--- src/rtl/pc_seq_ctrl_if.sv ---
`default_nettype none
// ============================================================================
// Module      : pc_seq_ctrl_if
// Description : Decoder/ALU-facing bundle of the instruction-cycle sequencer.
//               The master side drives the instruction strobes and page bits.
//               The slave side (the sequencer) returns phase, strobes, PC and
//               stack status.
// Revision    : 1.0 - initial release
// ============================================================================
interface pc_seq_ctrl_if #(
    parameter int PC_W = 9
);
    // decoder / ALU -> sequencer
    logic            goto_i;
    logic            call_i;
    logic            retlw_i;
    logic            sleep_i;
    logic            fsz_i;
    logic            skip_cond_i;
    logic            pcl_wr_i;
    logic [7:0]      pcl_data_i;
    logic [8:0]      k_i;
    logic [1:0]      pa_i;
    logic            wake_i;

    // sequencer -> program memory / decoder / ALU
    logic [1:0]      q_o;
    logic            exec_stb_o;
    logic            ir_ld_o;
    logic            squash_o;
    logic [PC_W-1:0] pc_o;
    logic [1:0]      stk_depth_o;
    logic            stk_ovf_o;
    logic            stk_unf_o;
    logic            sleeping_o;

    modport master (
        output goto_i, call_i, retlw_i, sleep_i, fsz_i, skip_cond_i,
               pcl_wr_i, pcl_data_i, k_i, pa_i, wake_i,
        input  q_o, exec_stb_o, ir_ld_o, squash_o, pc_o,
               stk_depth_o, stk_ovf_o, stk_unf_o, sleeping_o
    );

    modport slave (
        input  goto_i, call_i, retlw_i, sleep_i, fsz_i, skip_cond_i,
               pcl_wr_i, pcl_data_i, k_i, pa_i, wake_i,
        output q_o, exec_stb_o, ir_ld_o, squash_o, pc_o,
               stk_depth_o, stk_ovf_o, stk_unf_o, sleeping_o
    );
endinterface
`default_nettype wire

--- src/rtl/pc_seq_ctrl.sv ---
`default_nettype none
// ============================================================================
// Module      : pc_seq_ctrl
// Description : Instruction-cycle sequencer and program-flow controller.
//               Generates Q1-Q4 phases, owns the PC and the two-level
//               hardware stack, squashes the prefetched slot after taken
//               flow changes, and implements SLEEP / wake.
// Revision    : 1.0 - initial release
// ============================================================================
module pc_seq_ctrl #(
    parameter int              PC_W      = 9,
    parameter logic [PC_W-1:0] RESET_VEC = '1
) (
    input  wire logic        clk,
    input  wire logic        rst_n,
    pc_seq_ctrl_if.slave     bus
);

    localparam logic [PC_W-1:0] c_PC_ONE = {{(PC_W-1){1'b0}}, 1'b1};
    localparam logic [1:0]      c_Q4     = 2'd3;

    typedef enum logic [0:0] {
        ST_RUN   = 1'b0,
        ST_SLEEP = 1'b1
    } state_t;

    state_t          r_state;
    logic [1:0]      r_q;
    logic [PC_W-1:0] r_pc;
    logic            r_squash;
    logic [PC_W-1:0] r_stk1;
    logic [PC_W-1:0] r_stk2;
    logic [1:0]      r_depth;
    logic            r_ovf;
    logic            r_unf;

    logic [PC_W-1:0] w_pc_inc;
    logic [PC_W-1:0] w_goto_tgt;
    logic [PC_W-1:0] w_call_tgt;
    logic [PC_W-1:0] w_pcl_tgt;
    logic            w_q4;
    logic            w_unused_pa;

    assign w_pc_inc = r_pc + c_PC_ONE;
    assign w_q4     = (r_state == ST_RUN) && (r_q == c_Q4);

    // Page bits are only consumed on wide PCs; this keeps the unused ones quiet.
    assign w_unused_pa = ^bus.pa_i;

    // Branch targets: page bits from STATUS fill everything above bit 8.
    generate
        if (PC_W > 9) begin : g_paged
            assign w_goto_tgt = {bus.pa_i[PC_W-10:0], bus.k_i};
            assign w_call_tgt = {bus.pa_i[PC_W-10:0], 1'b0, bus.k_i[7:0]};
            assign w_pcl_tgt  = {bus.pa_i[PC_W-10:0], 1'b0, bus.pcl_data_i};
        end else begin : g_unpaged
            assign w_goto_tgt = bus.k_i;
            assign w_call_tgt = {1'b0, bus.k_i[7:0]};
            assign w_pcl_tgt  = {1'b0, bus.pcl_data_i};
        end
    endgenerate

    // Phase counter, run/sleep state, PC, squash flag and stack; all flow
    // changes land on the edge that closes Q4.
    always_ff @(posedge clk) begin
        if (!rst_n) begin
            r_state  <= ST_RUN;
            r_q      <= 2'd0;
            r_pc     <= RESET_VEC;
            r_squash <= 1'b1;
            r_stk1   <= '0;
            r_stk2   <= '0;
            r_depth  <= 2'd0;
            r_ovf    <= 1'b0;
            r_unf    <= 1'b0;
        end else begin
            case (r_state)
                ST_RUN: begin
                    r_q <= r_q + 2'd1;
                    if (r_q == c_Q4) begin
                        if (r_squash) begin
                            // forced NOP: strobes of this slot are ignored
                            r_pc     <= w_pc_inc;
                            r_squash <= 1'b0;
                        end else if (bus.goto_i) begin
                            r_pc     <= w_goto_tgt;
                            r_squash <= 1'b1;
                        end else if (bus.call_i) begin
                            r_stk2   <= r_stk1;
                            r_stk1   <= r_pc;
                            if (r_depth == 2'd2) begin
                                r_ovf <= 1'b1;
                            end else begin
                                r_depth <= r_depth + 2'd1;
                            end
                            r_pc     <= w_call_tgt;
                            r_squash <= 1'b1;
                        end else if (bus.retlw_i) begin
                            // an underflowing pop still returns to stk1
                            r_pc     <= r_stk1;
                            r_stk1   <= r_stk2;
                            if (r_depth == 2'd0) begin
                                r_unf <= 1'b1;
                            end else begin
                                r_depth <= r_depth - 2'd1;
                            end
                            r_squash <= 1'b1;
                        end else if (bus.pcl_wr_i) begin
                            r_pc     <= w_pcl_tgt;
                            r_squash <= 1'b1;
                        end else if (bus.fsz_i && bus.skip_cond_i) begin
                            r_pc     <= w_pc_inc;
                            r_squash <= 1'b1;
                        end else if (bus.sleep_i) begin
                            // PC already points at the instruction to run on wake
                            r_state <= ST_SLEEP;
                            r_q     <= 2'd0;
                        end else begin
                            r_pc <= w_pc_inc;
                        end
                    end
                end
                ST_SLEEP: begin
                    r_q <= 2'd0;
                    if (bus.wake_i) begin
                        r_state <= ST_RUN;
                    end
                end
                default: begin
                    r_state <= ST_RUN;
                    r_q     <= 2'd0;
                end
            endcase
        end
    end

    assign bus.q_o         = r_q;
    assign bus.ir_ld_o     = w_q4;
    assign bus.exec_stb_o  = w_q4 & ~r_squash;
    assign bus.squash_o    = r_squash;
    assign bus.pc_o        = r_pc;
    assign bus.stk_depth_o = r_depth;
    assign bus.stk_ovf_o   = r_ovf;
    assign bus.stk_unf_o   = r_unf;
    assign bus.sleeping_o  = (r_state == ST_SLEEP);

endmodule
`default_nettype wire
--- src/flat_wrapper.sv ---
// flat-port wrapper written by rule: the top's interface ports become plain ports
module pc_seq_ctrl_flat 
#(
    parameter int              PC_W      = 9,
    parameter logic [PC_W-1:0] RESET_VEC = '1
)
  (clk, rst_n, bus_goto_i, bus_call_i, bus_retlw_i, bus_sleep_i, bus_fsz_i, bus_skip_cond_i, bus_pcl_wr_i, bus_pcl_data_i, bus_k_i, bus_pa_i, bus_wake_i, bus_q_o, bus_exec_stb_o, bus_ir_ld_o, bus_squash_o, bus_pc_o, bus_stk_depth_o, bus_stk_ovf_o, bus_stk_unf_o, bus_sleeping_o);
  pc_seq_ctrl_if #(.PC_W(PC_W)) bus_i ();
  input  wire logic clk;
  input  wire logic rst_n;
  input wire logic [$bits(bus_i.goto_i)-1:0] bus_goto_i;
  input wire logic [$bits(bus_i.call_i)-1:0] bus_call_i;
  input wire logic [$bits(bus_i.retlw_i)-1:0] bus_retlw_i;
  input wire logic [$bits(bus_i.sleep_i)-1:0] bus_sleep_i;
  input wire logic [$bits(bus_i.fsz_i)-1:0] bus_fsz_i;
  input wire logic [$bits(bus_i.skip_cond_i)-1:0] bus_skip_cond_i;
  input wire logic [$bits(bus_i.pcl_wr_i)-1:0] bus_pcl_wr_i;
  input wire logic [$bits(bus_i.pcl_data_i)-1:0] bus_pcl_data_i;
  input wire logic [$bits(bus_i.k_i)-1:0] bus_k_i;
  input wire logic [$bits(bus_i.pa_i)-1:0] bus_pa_i;
  input wire logic [$bits(bus_i.wake_i)-1:0] bus_wake_i;
  output wire logic [$bits(bus_i.q_o)-1:0] bus_q_o;
  output wire logic [$bits(bus_i.exec_stb_o)-1:0] bus_exec_stb_o;
  output wire logic [$bits(bus_i.ir_ld_o)-1:0] bus_ir_ld_o;
  output wire logic [$bits(bus_i.squash_o)-1:0] bus_squash_o;
  output wire logic [$bits(bus_i.pc_o)-1:0] bus_pc_o;
  output wire logic [$bits(bus_i.stk_depth_o)-1:0] bus_stk_depth_o;
  output wire logic [$bits(bus_i.stk_ovf_o)-1:0] bus_stk_ovf_o;
  output wire logic [$bits(bus_i.stk_unf_o)-1:0] bus_stk_unf_o;
  output wire logic [$bits(bus_i.sleeping_o)-1:0] bus_sleeping_o;
  assign bus_i.goto_i = bus_goto_i;
  assign bus_i.call_i = bus_call_i;
  assign bus_i.retlw_i = bus_retlw_i;
  assign bus_i.sleep_i = bus_sleep_i;
  assign bus_i.fsz_i = bus_fsz_i;
  assign bus_i.skip_cond_i = bus_skip_cond_i;
  assign bus_i.pcl_wr_i = bus_pcl_wr_i;
  assign bus_i.pcl_data_i = bus_pcl_data_i;
  assign bus_i.k_i = bus_k_i;
  assign bus_i.pa_i = bus_pa_i;
  assign bus_i.wake_i = bus_wake_i;
  assign bus_q_o = bus_i.q_o;
  assign bus_exec_stb_o = bus_i.exec_stb_o;
  assign bus_ir_ld_o = bus_i.ir_ld_o;
  assign bus_squash_o = bus_i.squash_o;
  assign bus_pc_o = bus_i.pc_o;
  assign bus_stk_depth_o = bus_i.stk_depth_o;
  assign bus_stk_ovf_o = bus_i.stk_ovf_o;
  assign bus_stk_unf_o = bus_i.stk_unf_o;
  assign bus_sleeping_o = bus_i.sleeping_o;
  pc_seq_ctrl #(.PC_W(PC_W), .RESET_VEC(RESET_VEC)) u_core (.clk(clk), .rst_n(rst_n), .bus(bus_i));
endmodule
--- config.mk ---
export PLATFORM = sky130hd
export DESIGN_NAME = pc_seq_ctrl_flat
export DESIGN_NICKNAME = d
export VERILOG_FILES = /design/src/rtl/pc_seq_ctrl_if.sv /design/src/rtl/pc_seq_ctrl.sv /design/src/flat_wrapper.sv
export SDC_FILE = /design/constraint.sdc
export NUM_CORES = 1
export LEC_CHECK = 0
export CAP_MARGIN = 15
export CELL_PAD_IN_SITES_DETAIL_PLACEMENT = 1
export CELL_PAD_IN_SITES_GLOBAL_PLACEMENT = 2
export CORE_AREA = 4 4 86 88
export CTS_BUF_LIST = sky130_fd_sc_hd__clkbuf_8
export DETAILED_ROUTE_END_ITERATION = 12
export DIE_AREA = 0 0 90 92
export GPL_TIMING_DRIVEN = 0
export PLACE_DENSITY_LB_ADDON = 0.1
export SYNTH_ARGS = -nofsm -noshare
export SYNTH_HDL_FRONTEND = slang
export SYNTH_SLANG_ARGS = --single-unit
export TNS_END_PERCENT = 30
--- constraint.sdc ---
create_clock -name clk -period 2.97 [get_ports clk]
set_input_delay 0.891 -clock clk [delete_from_list [all_inputs] [get_ports clk]]
set_output_delay 0.891 -clock clk [all_outputs]
set_load 0.03 [all_outputs]
==> Implementation_results.wiki, run 1 <==
{| class="wikitable"
! Metric !! Value
|-
| Result of the run || finished clean
|-
| Maximum buffer depth of the clock tree || 2
|-
| Library cell with the largest summed area after synthesis || sky130_fd_sc_hd__dfxtp_1
|-
| Core ar. || 6640 um2
|-
| Total track usage || 0.168
|-
| Crit path cell chain || ha_1, nor2b_2, clkdlybuf4s50_1
|-
| Met2 Routed Length || 3150 um
|-
| Arr. time, crit path || 1.95 ns
|-
| Vias in the first global route || 1914
|-
| RSZ-0062 raised after global routing || false
|-
| Syn Inst Count || 232
|-
| Critical Path Start || u_core.bus.q_o[0]
|-
| Max stage delay on crit path || 0.74 ns
|-
| Critical path startpoint category || register
|-
| Highest metal layer used by the detailed router || met4
|-
| Power density over the cells || 417 nW/um2
|-
| CTS Buf Count || 5
|-
| Reg-to-reg setup timing slack || 0.99 ns
|-
| Reg-to-reg startpoint || u_core.bus.q_o[0]
|-
| Share of layout cells above drive strength 1 || 0.0667
|-
| Number of vias per cell after detailed routing || 5.35
|-
| Netlist area before placement || 1970 um2
|-
| Required time of the critical path || 2.08 ns
|-
| Wire length of the first global-routing pass || 10800 um
|-
| Synthesized Nets || 263
|-
| Hold Buf Count CTS || 0
|-
| Capture instance of the worst register-to-register path || u_core.r_stk1[8]
|-
| Final number of setup-violating endpoints || 0
|-
| Slew of the pin with the lowest slew margin || 0.740 ns
|-
| Post-detailed-placement half-perimeter wirelength || 5150 um
|-
| Maximum vdd ir drop || 0.197 mV
|-
| Cell types with the largest area share after synthesis || sky130_fd_sc_hd__dfxtp_1, sky130_fd_sc_hd__mux2i_1, sky130_fd_sc_hd__nor2_1
|-
| Number of warnings reported in the yosys synthesis log || 0
|-
| Reported max-cap violation count || 0
|-
| Post-synth EDFFs || 0
|-
| Avg Inst Size Synth || 8.47 um2
|-
| Slowest cell on crit path || sky130_fd_sc_hd__clkdlybuf4s50_1
|-
| Die height || 92 um
|-
| Final period util || 0.956
|-
| Maximum level of the CTS H-tree || 2
|-
| Count of unique library cells instantiated by Yosys || 47
|-
| Family with the most delay on the worst path || buffers and inverters
|-
| Number of pins exceeding their max-slew limit in the final report || 0
|-
| Number of buffers inserted to repair setup after CTS || 0
|-
| Total Die Area || 8280 um2
|-
| Post-Route Hold Slack || 0.468 ns
|-
| Chip width || 90 um
|-
| Post-route DRC || 0
|-
| Placed cell area || 2520 um2
|-
| Final Hold Fails || 0
|-
| Post-route clock skew || 0.00503 ns
|-
| Leakage power of the design || 1.02 nW
|-
| Post-route design area || 2610 um2
|-
| Pre-antenna DRT Iters || 5
|-
| Count of standard-cell rows || 30
|-
| Crit path capture || bus_ir_ld_o
|-
| Total vias in the final route || 1954
|-
| Final core utilization || 0.393
|-
| Count of buffer and inverter cells on the critical path || 1
|-
| Final Critical Period || 2.84 ns
|-
| Quantity of gates resized following cts || 2
|-
| Number of inserted diodes || 0
|-
| Top_reg_cell synth || sky130_fd_sc_hd__dfxtp_1
|-
| Port Buf Inserts || 45
|-
| Worst slew margin relative to its limit || 0.506
|-
| DRT iter0 DRCs || 53
|-
| Highest clock frequency the design can meet || 0.352 GHz
|-
| Starting density of the core || 0.296
|-
| Seq/Total Area, Yosys || 0.356
|-
| Nets || 315
|-
| Length of routed met3 wiring || 297 um
|-
| Initial antenna violation count || 0
|-
| Classification of the worst setup path || reg -> out
|-
| Post-synth top area share || 0.356
|-
| Root buf cell || sky130_fd_sc_hd__clkbuf_8
|-
| Sink Count || 35
|-
| Number of placed I/O pins || 48
|-
| Total wirelength of the detailed-routed design || 6860 um
|-
| Worst-path fanout max || 5
|-
| Clock insertion delay at the later pin of the skew report || 0.30 ns
|-
| Largest net degree at the start of global routing || 12
|-
| Met1 routed wirelength after detailed routing || 3330 um
|-
| Async S/R FF share, synth || 0
|-
| Total overflow reported by the global router || 0
|-
| TritonCTS clock tree || done
|-
| Area growth syn-to-layout || 32.9%
|-
| Fin Setup TNS || 0 ns
|-
| Number of cells traversed by the worst register-to-register path || 6
|-
| Routability congestion estimate || 0.767
|-
| Total stage count of the critical path || 3
|-
| WL per Instance || 18.8 um
|-
| Type of element capturing the critical path || output pin
|-
| Hold Path Class || reg -> reg
|-
| Remaining antenna violation count after routing || 0
|-
| Flip-flop and latch count after synthesis || 35
|-
| Clock slew seen by the registers of the worst setup and hold paths || 0.08 ns
|}
-- cells in the mapped netlist (2+ instances only) --
master,number
sky130_fd_sc_hd__o32a_1,2
sky130_fd_sc_hd__clkbuf_1,13
sky130_fd_sc_hd__or4_1,2
sky130_fd_sc_hd__nor4b_1,2
sky130_fd_sc_hd__o211ai_1,4
sky130_fd_sc_hd__a211o_1,2
sky130_fd_sc_hd__nand3_1,4
sky130_fd_sc_hd__o31ai_1,4
sky130_fd_sc_hd__o21ai_1,3
sky130_fd_sc_hd__nor3b_1,5
sky130_fd_sc_hd__nand4_1,3
sky130_fd_sc_hd__and3_1,6
sky130_fd_sc_hd__a221oi_1,5
sky130_fd_sc_hd__nor4_1,3
sky130_fd_sc_hd__o311ai_0,2
sky130_fd_sc_hd__a41oi_1,2
sky130_fd_sc_hd__nor2b_1,6
sky130_fd_sc_hd__inv_1,5
sky130_fd_sc_hd__o21a_1,2
sky130_fd_sc_hd__nand2_1,9
sky130_fd_sc_hd__o21ai_0,8
sky130_fd_sc_hd__a211oi_1,10
sky130_fd_sc_hd__nor2_1,32
sky130_fd_sc_hd__buf_2,4
sky130_fd_sc_hd__a21oi_1,13
sky130_fd_sc_hd__dfxtp_1,35
sky130_fd_sc_hd__ha_1,2
sky130_fd_sc_hd__a32oi_1,2
sky130_fd_sc_hd__mux2i_1,21
sky130_fd_sc_hd__and2_1,3
sky130_fd_sc_hd__a21o_1,2
-- cells in the final DEF, fill, tap and decap left out, types with 8 or more instances in the layout --
| cell | count |
|---|---|
| sky130_fd_sc_hd__clkdlybuf4s50_1 | 44 |
| sky130_fd_sc_hd__dfxtp_1 | 35 |
| sky130_fd_sc_hd__nor2_1 | 32 |
| sky130_fd_sc_hd__mux2i_1 | 21 |
| sky130_fd_sc_hd__clkbuf_1 | 13 |
| sky130_fd_sc_hd__a21oi_1 | 13 |
| sky130_fd_sc_hd__a211oi_1 | 10 |
| sky130_fd_sc_hd__nand2_1 | 9 |
| sky130_fd_sc_hd__o21ai_0 | 8 |
-- report_power, final --
group	leakage (nW)	switching (mW)	internal [mW]
Clock	0.0453	0.194	0.161
Combinational	0.692	0.127	0.108
Sequential	0.283	0.0204	0.480
Total	1.02	0.341	0.749
-- layer usage --
layer / up-vias / track usage
li1: 972 / -
met1: 942 / 0.228
met2: 34 / 0.271
met3: 6 / 0.0312
met4: 0 / 0.0459
met5: - / 0
-- cells by family after synthesis --
kind of cell,count (synthesis),share of synthesized area
simple gates,81,0.215
compound gates,68,0.252
flops,35,0.356
buf+inv,24,0.0522
mux,21,0.107
fa+ha+maj,2,0.0127
xor+xnor,1,0.00446
-- how the worst min path moves through the flow --
stage,start,endpoint,slack (ns),cells after the start
floorplan,u_core.r_stk2[0],u_core.r_stk2[0],0.46,2
global placement,u_core.bus.stk_ovf_o,u_core.bus.stk_ovf_o,0.45,1
detailed placement,u_core.bus.stk_ovf_o,u_core.bus.stk_ovf_o,0.46,1
CTS,u_core.bus.stk_ovf_o,u_core.bus.stk_ovf_o,0.47,1
global route,u_core.bus.stk_ovf_o,u_core.bus.stk_ovf_o,0.49,1
finish,u_core.bus.stk_ovf_o,u_core.bus.stk_ovf_o,0.47,1
-- flip-flops by register name, indices dropped and copies added (netlist names) --
name                    cells
u_core.bus.sleeping_o       1
u_core.bus.stk_depth_o      2
u_core.bus.q_o              2
u_core.r_stk1               9
u_core.bus.stk_unf_o        1
u_core.bus.squash_o         1
u_core.r_stk2               9
u_core.bus.pc_o             9
u_core.bus.stk_ovf_o        1
-- worst reg2reg max path: cells and delay by family, from the launching register on --
family          cells  cell delay [ns]
compound gates      1             0.20
buf+inv             1             0.42
fa+ha+maj           1             0.20
flops               1             0.37
simple gates        3             0.71
-- through the flow --
stage               total power, mW  setup WS (ns)  cells
floorplan                     0.642          0.620    232
global placement              0.744        -0.0270    357
detailed placement            0.745        -0.0345    357
CTS                            1.10         0.0923    365
global route                   1.15         0.0244    365
finish                         1.09          0.130    365
-- cell type report --
type,count,area [um2]
clock buffers,5,68.8
flip-flops and latches,35,701
multi-input cells,173,1170
inverters,6,22.5
repair buffers,45,453
plain buffers,18,80.1
fillers,795,4030
well taps,80,100
clock inverters,3,16.3
No activity file was read; power rests on OpenSTA's default activity.
==> run 2, diff against run 1 <==
--- a/config.mk
+++ b/config.mk
@@ -13,7 +13,7 @@
 export DETAILED_ROUTE_END_ITERATION = 12
 export DIE_AREA = 0 0 90 92
 export GPL_TIMING_DRIVEN = 0
-export PLACE_DENSITY_LB_ADDON = 0.1
+export PLACE_DENSITY = 0.91
 export SYNTH_ARGS = -nofsm -noshare
 export SYNTH_HDL_FRONTEND = slang
 export SYNTH_SLANG_ARGS = --single-unit
==> run 2 against run 1 <==
Utilization is the same. Hold slack improved by 0.0013 ns. Register-to-register slack barely moved. Sequential share of layout area unchanged. Combinational power about the same. Sequential cell count did not move. Total power up 1.3%. Sequential power hardly changed. Clock power grew 5%. First-iteration DRC count is 140% higher. Routed wire length shrank 4.1%. Largest power group unchanged.
==> Implementation_results.wiki, run 2 (same netlist as run 1, synthesis figures left out) <==
{| class="wikitable"
! Metric !! Value
|-
| Maximum level of the CTS H-tree || 2
|-
| Capture instance of the worst register-to-register path || u_core.r_stk1[8]
|-
| Quantity of gates resized following cts || 1
|-
| Vias in the first global route || 2017
|-
| Number of vias per cell after detailed routing || 5.42
|-
| Number of placed I/O pins || 48
|-
| Clock insertion delay at the later pin of the skew report || 0.30 ns
|-
| Classification of the worst setup path || reg -> out
|-
| Family with the most delay on the worst path || buffers and inverters
|-
| Power density over the cells || 423 nW/um2
|-
| Total vias in the final route || 1972
|-
| Total track usage || 0.162
|-
| Count of buffer and inverter cells on the critical path || 1
|-
| Register area || 701 um2
|-
| Post-route design area || 2610 um2
|-
| Port Buf Inserts || 45
|-
| Worst slew margin relative to its limit || 0.511
|-
| Wire length of the first global-routing pass || 10700 um
|-
| Highest metal layer used by the detailed router || met4
|-
| Largest net degree at the start of global routing || 11
|-
| Met1 routed wirelength after detailed routing || 2940 um
|-
| Total stage count of the critical path || 3
|-
| Chip width || 90 um
|-
| Type of element capturing the critical path || output pin
|-
| Nets || 315
|-
| Slew of the pin with the lowest slew margin || 0.733 ns
|-
| Most common cell after layout, fill and taps aside || sky130_fd_sc_hd__clkdlybuf4s50_1
|-
| TritonCTS clock tree || done
|-
| Number of inserted diodes || 0
|-
| Met2 Routed Length || 3280 um
|-
| Crit path cell chain || ha_1, nor3b_4, clkdlybuf4s50_1
|-
| Die height || 92 um
|-
| Combined area of the multi-input logic cells || 1170 um2
|-
| RSZ-0062 raised after global routing || false
|-
| Reg-to-reg setup timing slack || 1.00 ns
|-
| Commonest cells after routing, fill and taps aside || sky130_fd_sc_hd__clkdlybuf4s50_1, sky130_fd_sc_hd__dfxtp_1, sky130_fd_sc_hd__nor2_1, sky130_fd_sc_hd__mux2i_1
|-
| Reported max-cap violation count || 0
|-
| Slowest cell on crit path || sky130_fd_sc_hd__clkdlybuf4s50_1
|-
| Result of the run || finished clean
|-
| Post-route clock skew || 0.00909 ns
|-
| Cell total after placement || 357
|-
| WL per Instance || 18.1 um
|-
| Number of cells traversed by the worst register-to-register path || 6
|-
| Post-route DRC || 0
|-
| Number of pins exceeding their max-slew limit in the final report || 0
|-
| Reg-to-reg startpoint || u_core.bus.q_o[0]
|-
| Share of layout cells above drive strength 1 || 0.0669
|-
| Hold Path Sink || u_core.bus.stk_unf_o
|-
| Final cell count without fillers || 364
|-
| Area growth syn-to-layout || 32.9%
|-
| Sink Count || 35
|-
| Post-Route Hold Slack || 0.469 ns
|-
| Starting density of the core || 0.296
|-
| Final number of setup-violating endpoints || 0
|-
| Total overflow reported by the global router || 0
|-
| Worst-path fanout max || 7
|-
| Max stage delay on crit path || 0.74 ns
|-
| Placed cell area || 2520 um2
|-
| Final Critical Period || 2.83 ns
|-
| Leakage power of the design || 1.00 nW
|-
| Initial antenna violation count || 0
|-
| Length of routed met3 wiring || 265 um
|-
| Final Hold Fails || 0
|-
| Core ar. || 6640 um2
|-
| Required time of the critical path || 2.08 ns
|-
| Post-detailed-placement half-perimeter wirelength || 4970 um
|-
| Maximum vdd ir drop || 0.124 mV
|-
| Number of cells traversed by the worst hold path || 2
|-
| Count of standard-cell rows || 30
|-
| Clock slew seen by the registers of the worst setup and hold paths || 0.08 ns
|-
| Arr. time, crit path || 1.94 ns
|-
| Hold Path Class || reg -> reg
|-
| Total wirelength of the detailed-routed design || 6580 um
|-
| Hold Buf Count CTS || 0
|-
| Remaining antenna violation count after routing || 0
|-
| Routability congestion estimate || 0.780
|-
| Root buf cell || sky130_fd_sc_hd__clkbuf_8
|-
| Critical path startpoint category || register
|-
| CTS Buf Count || 5
|-
| DRT iter0 DRCs || 125
|-
| Layout filler cell count || 777
|-
| Launch instance of the worst min-delay path || u_core.bus.stk_unf_o
|-
| Highest clock frequency the design can meet || 0.354 GHz
|-
| Pre-antenna DRT Iters || 4
|-
| Final period util || 0.952
|-
| Maximum buffer depth of the clock tree || 2
|-
| Total Die Area || 8280 um2
|-
| Number of buffers inserted to repair setup after CTS || 0
|}
run 2: cell types whose count changed in the layout (fill, tap and decap cells not counted), sizes merged:
| cell | previous run | this run |
|---|---|---|
| clkbuf | 18 | 19 |
| clkdlybuf4s50 | 44 | 45 |
| clkinvlp | 1 | 0 |
| dlymetal6s2s | 1 | 0 |
| inv | 6 | 5 |
run 2: power by group:
part / switching [mW] / internal [mW] / total [mW]
registers: 0.0196 / 0.480 / 0.500
logic: 0.126 / 0.108 / 0.234
clock network: 0.189 / 0.182 / 0.371
run 2: worst min-delay path, cell delays in order (launching register included):
cell and delay (ns):
sky130_fd_sc_hd__dfxtp_1 0.33, sky130_fd_sc_hd__a31oi_1 0.04, sky130_fd_sc_hd__nor2_1 0.07
run 2: cell type report:
class | count | area share
clock buffer | 6 | 0.0316
timing repair buffer | 45 | 0.172
inverter | 6 | 0.00862
multi-input combinational | 173 | 0.448
tap | 80 | 0.0383
buffer | 18 | 0.0307
sequential | 35 | 0.268
clock inverter | 1 | 0.00192
run 2: worst max-delay path by stage:
stage                            startpoint                  to  slack, ns
after global routing      u_core.bus.q_o[0]      bus_exec_stb_o       0.04
after detailed placement         bus_call_i  u_core.bus.pc_o[7]      -0.03
final                     u_core.bus.q_o[0]      bus_exec_stb_o       0.14
after floorplan                  bus_call_i  u_core.bus.pc_o[7]       0.62
after CTS                 u_core.bus.q_o[0]      bus_exec_stb_o       0.03
after global placement           bus_call_i  u_core.bus.pc_o[7]      0.007
run 2: metal layers:
metal / track usage / up-vias
met2: 0.282 / 37
met4: 0.0574 / 0
li1: - / 968
met3: 0.0361 / 9
met1: 0.195 / 958
met5: 0 / -
run 2: metrics by stage:
step | power [mW] | utilization | TNS [ns] | setup slack [ns]
2_1_floorplan | 0.642 | - | 0 | 0.620
3_5_place_dp | 0.742 | 0.379 | -0.0272 | -0.0272
5_1_grt | 1.15 | 0.393 | 0 | 0.0371
6_report | 1.10 | 0.393 | 0 | 0.142
3_3_place_gp | 0.739 | 0.379 | 0 | 0.00741
4_1_cts | 1.11 | 0.392 | 0 | 0.0274
==> run 3, diff against run 2 <==
--- a/config.mk
+++ b/config.mk
@@ -8,10 +8,10 @@
 export CAP_MARGIN = 15
 export CELL_PAD_IN_SITES_DETAIL_PLACEMENT = 1
 export CELL_PAD_IN_SITES_GLOBAL_PLACEMENT = 2
-export CORE_AREA = 4 4 86 88
+export CORE_AREA = 2 2 84 86
 export CTS_BUF_LIST = sky130_fd_sc_hd__clkbuf_8
 export DETAILED_ROUTE_END_ITERATION = 12
-export DIE_AREA = 0 0 90 92
+export DIE_AREA = 0 0 86 88
 export GPL_TIMING_DRIVEN = 0
 export PLACE_DENSITY = 0.91
 export SYNTH_ARGS = -nofsm -noshare
==> run 3 against run 2 <==
Combinational power is essentially flat. Non-clock buffer count is the same. Global-route usage grew 1.8 points. Register-to-register slack lost 0.07 ns. Cell area is essentially flat. Sequential power is essentially flat. Critical path depth is the same. First-iteration DRC count shrank 28%. Sequential share of layout area is essentially flat. Sequential cell count is the same. Critical path type unchanged. Critical endpoint unchanged. Largest power group unchanged. Highest routed layer unchanged.
==> Implementation_results.wiki, run 3 (same netlist as run 1, synthesis figures left out) <==
{| class="wikitable"
! Metric !! Value
|-
| Number of placed I/O pins || 48
|-
| Maximum level of the CTS H-tree || 2
|-
| Quantity of gates resized following cts || 1
|-
| Core ar. || 6640 um2
|-
| Count of buffer and inverter cells on the critical path || 1
|-
| Clock insertion delay at the later pin of the skew report || 0.30 ns
|-
| Total power || 1.08 mW
|-
| Hold Buf Count CTS || 0
|-
| Total track usage || 0.180
|-
| Reg-to-reg startpoint || u_core.bus.q_o[0]
|-
| Critical Path Start || u_core.bus.q_o[0]
|-
| Number of buffers inserted to repair setup after CTS || 0
|-
| Maximum vdd ir drop || 0.143 mV
|-
| Hold Path Class || reg -> reg
|-
| Cell total after placement || 357
|-
| Total wirelength of the detailed-routed design || 6490 um
|-
| Final number of setup-violating endpoints || 0
|-
| Vias in the first global route || 1986
|-
| Final Critical Period || 2.83 ns
|-
| WL per Instance || 17.8 um
|-
| Clock slew seen by the registers of the worst setup and hold paths || 0.09 ns
|-
| Classification of the worst setup path || reg -> out
|-
| Largest net degree at the start of global routing || 12
|-
| Most common cell after layout, fill and taps aside || sky130_fd_sc_hd__clkdlybuf4s50_1
|-
| TritonCTS clock tree || done
|-
| Total Die Area || 7570 um2
|-
| Worst slew margin relative to its limit || 0.518
|-
| Result of the run || finished clean
|-
| Slowest cell on crit path || sky130_fd_sc_hd__clkdlybuf4s50_1
|-
| Final cell count without fillers || 365
|-
| Share of layout cells above drive strength 1 || 0.0667
|-
| Wire length of the first global-routing pass || 10500 um
|-
| Critical path startpoint category || register
|-
| Post-detailed-placement half-perimeter wirelength || 4930 um
|-
| Routability congestion estimate || 0.813
|-
| Sink Count || 35
|-
| Area growth syn-to-layout || 32.8%
|-
| Starting density of the core || 0.296
|-
| Total vias in the final route || 1963
|-
| Total overflow reported by the global router || 0
|-
| Required time of the critical path || 2.08 ns
|-
| Final period util || 0.953
|-
| Pre-antenna DRT Iters || 4
|-
| Initial antenna violation count || 0
|-
| Number of pins exceeding their max-slew limit in the final report || 0
|-
| Crit path cell chain || ha_1, nor3b_4, clkdlybuf4s50_1
|-
| Commonest cells after routing, fill and taps aside || sky130_fd_sc_hd__clkdlybuf4s50_1, sky130_fd_sc_hd__dfxtp_1, sky130_fd_sc_hd__nor2_1, sky130_fd_sc_hd__mux2i_1
|-
| DRT iter0 DRCs || 90
|-
| Count of standard-cell rows || 30
|-
| Highest clock frequency the design can meet || 0.353 GHz
|-
| Post-route DRC || 0
|-
| RSZ-0062 raised after global routing || false
|-
| Nets || 315
|-
| Reported max-cap violation count || 0
|-
| Arr. time, crit path || 1.94 ns
|-
| Type of element capturing the critical path || output pin
|-
| Slew of the pin with the lowest slew margin || 0.723 ns
|-
| Leakage power of the design || 1.00 nW
|-
| Chip width || 86 um
|-
| Final Hold Fails || 0
|-
| Max stage delay on crit path || 0.74 ns
|-
| Die height || 88 um
|-
| Number of inserted diodes || 0
|-
| Maximum buffer depth of the clock tree || 2
|-
| Power density over the cells || 416 nW/um2
|-
| Launch instance of the worst min-delay path || u_core.bus.stk_ovf_o
|-
| CTS Buf Count || 5
|-
| Root buf cell || sky130_fd_sc_hd__clkbuf_8
|-
| Number of vias per cell after detailed routing || 5.38
|-
| Port Buf Inserts || 45
|-
| Family with the most delay on the worst path || buffers and inverters
|-
| Post-route clock skew || 0.0122 ns
|-
| Remaining antenna violation count after routing || 0
|-
| Worst-path fanout max || 7
|}
## run 3: cell count changes in the layout (fill, tap and decap cells not counted)
cell / change
sky130_fd_sc_hd__inv_1: +1
sky130_fd_sc_hd__clkinvlp_4: +1
sky130_fd_sc_hd__clkbuf_8: -1
## run 3: worst reg2reg max path, stage by stage, from the launching register on
cell,delay (ns)
sky130_fd_sc_hd__dfxtp_1,0.37
sky130_fd_sc_hd__ha_1,0.20
sky130_fd_sc_hd__nor3b_4,0.34
sky130_fd_sc_hd__nor3b_1,0.26
sky130_fd_sc_hd__clkbuf_1,0.44
sky130_fd_sc_hd__nor2_1,0.09
sky130_fd_sc_hd__a211oi_1,0.25
## run 3: area by class of cell
class	instances	area, um2
clock buffer	5	68.8
clock inverter	3	16.3
tap	80	100
inverter	6	22.5
timing repair buffer	45	450
fill	785	4030
buffer	18	80.1
multi-input combinational	173	1170
sequential	35	701
## run 3: metrics by stage
| stage | setup slack, ns | TNS [ns] | hold slack, ns | util | cell area (um2) |
|---|---|---|---|---|---|
| after floorplan | 0.620 | 0 | 0.463 | - | 1970 |
| after CTS | 0.0401 | 0 | 0.475 | 0.392 | 2600 |
| after global routing | 0.0165 | 0 | 0.505 | 0.393 | 2610 |
| after global placement | -0.0131 | -0.0131 | 0.452 | 0.379 | 2520 |
| final | 0.141 | 0 | 0.471 | 0.393 | 2610 |
| after detailed placement | -0.0147 | -0.0184 | 0.453 | 0.379 | 2520 |
## run 3: final timing paths
| kind | slack (ns) | to | cells after the start |
|---|---|---|---|
| min reg2reg | 0.47 | u_core.bus.stk_ovf_o | 1 |
| max reg2reg | 0.93 | u_core.r_stk1[8] | 6 |
| max | 0.14 | bus_exec_stb_o | 3 |
| min | 0.47 | u_core.bus.stk_ovf_o | 1 |
## run 3: power breakdown
| group | switching (mW) | internal (mW) | total (mW) |
|---|---|---|---|
| combinational | 0.125 | 0.109 | 0.234 |
| clock | 0.191 | 0.161 | 0.352 |
| sequential | 0.0193 | 0.480 | 0.499 |
| total | 0.335 | 0.749 | 1.08 |
## run 3: per-layer routing
metal / global-route usage / vias up / share of wire
li1: - / 967 / -
met1: 0.235 / 948 / 0.45
met2: 0.296 / 36 / 0.49
met3: 0.0368 / 12 / 0.037
met4: 0.0635 / 0 / 0.021
met5: 0 / - / 0
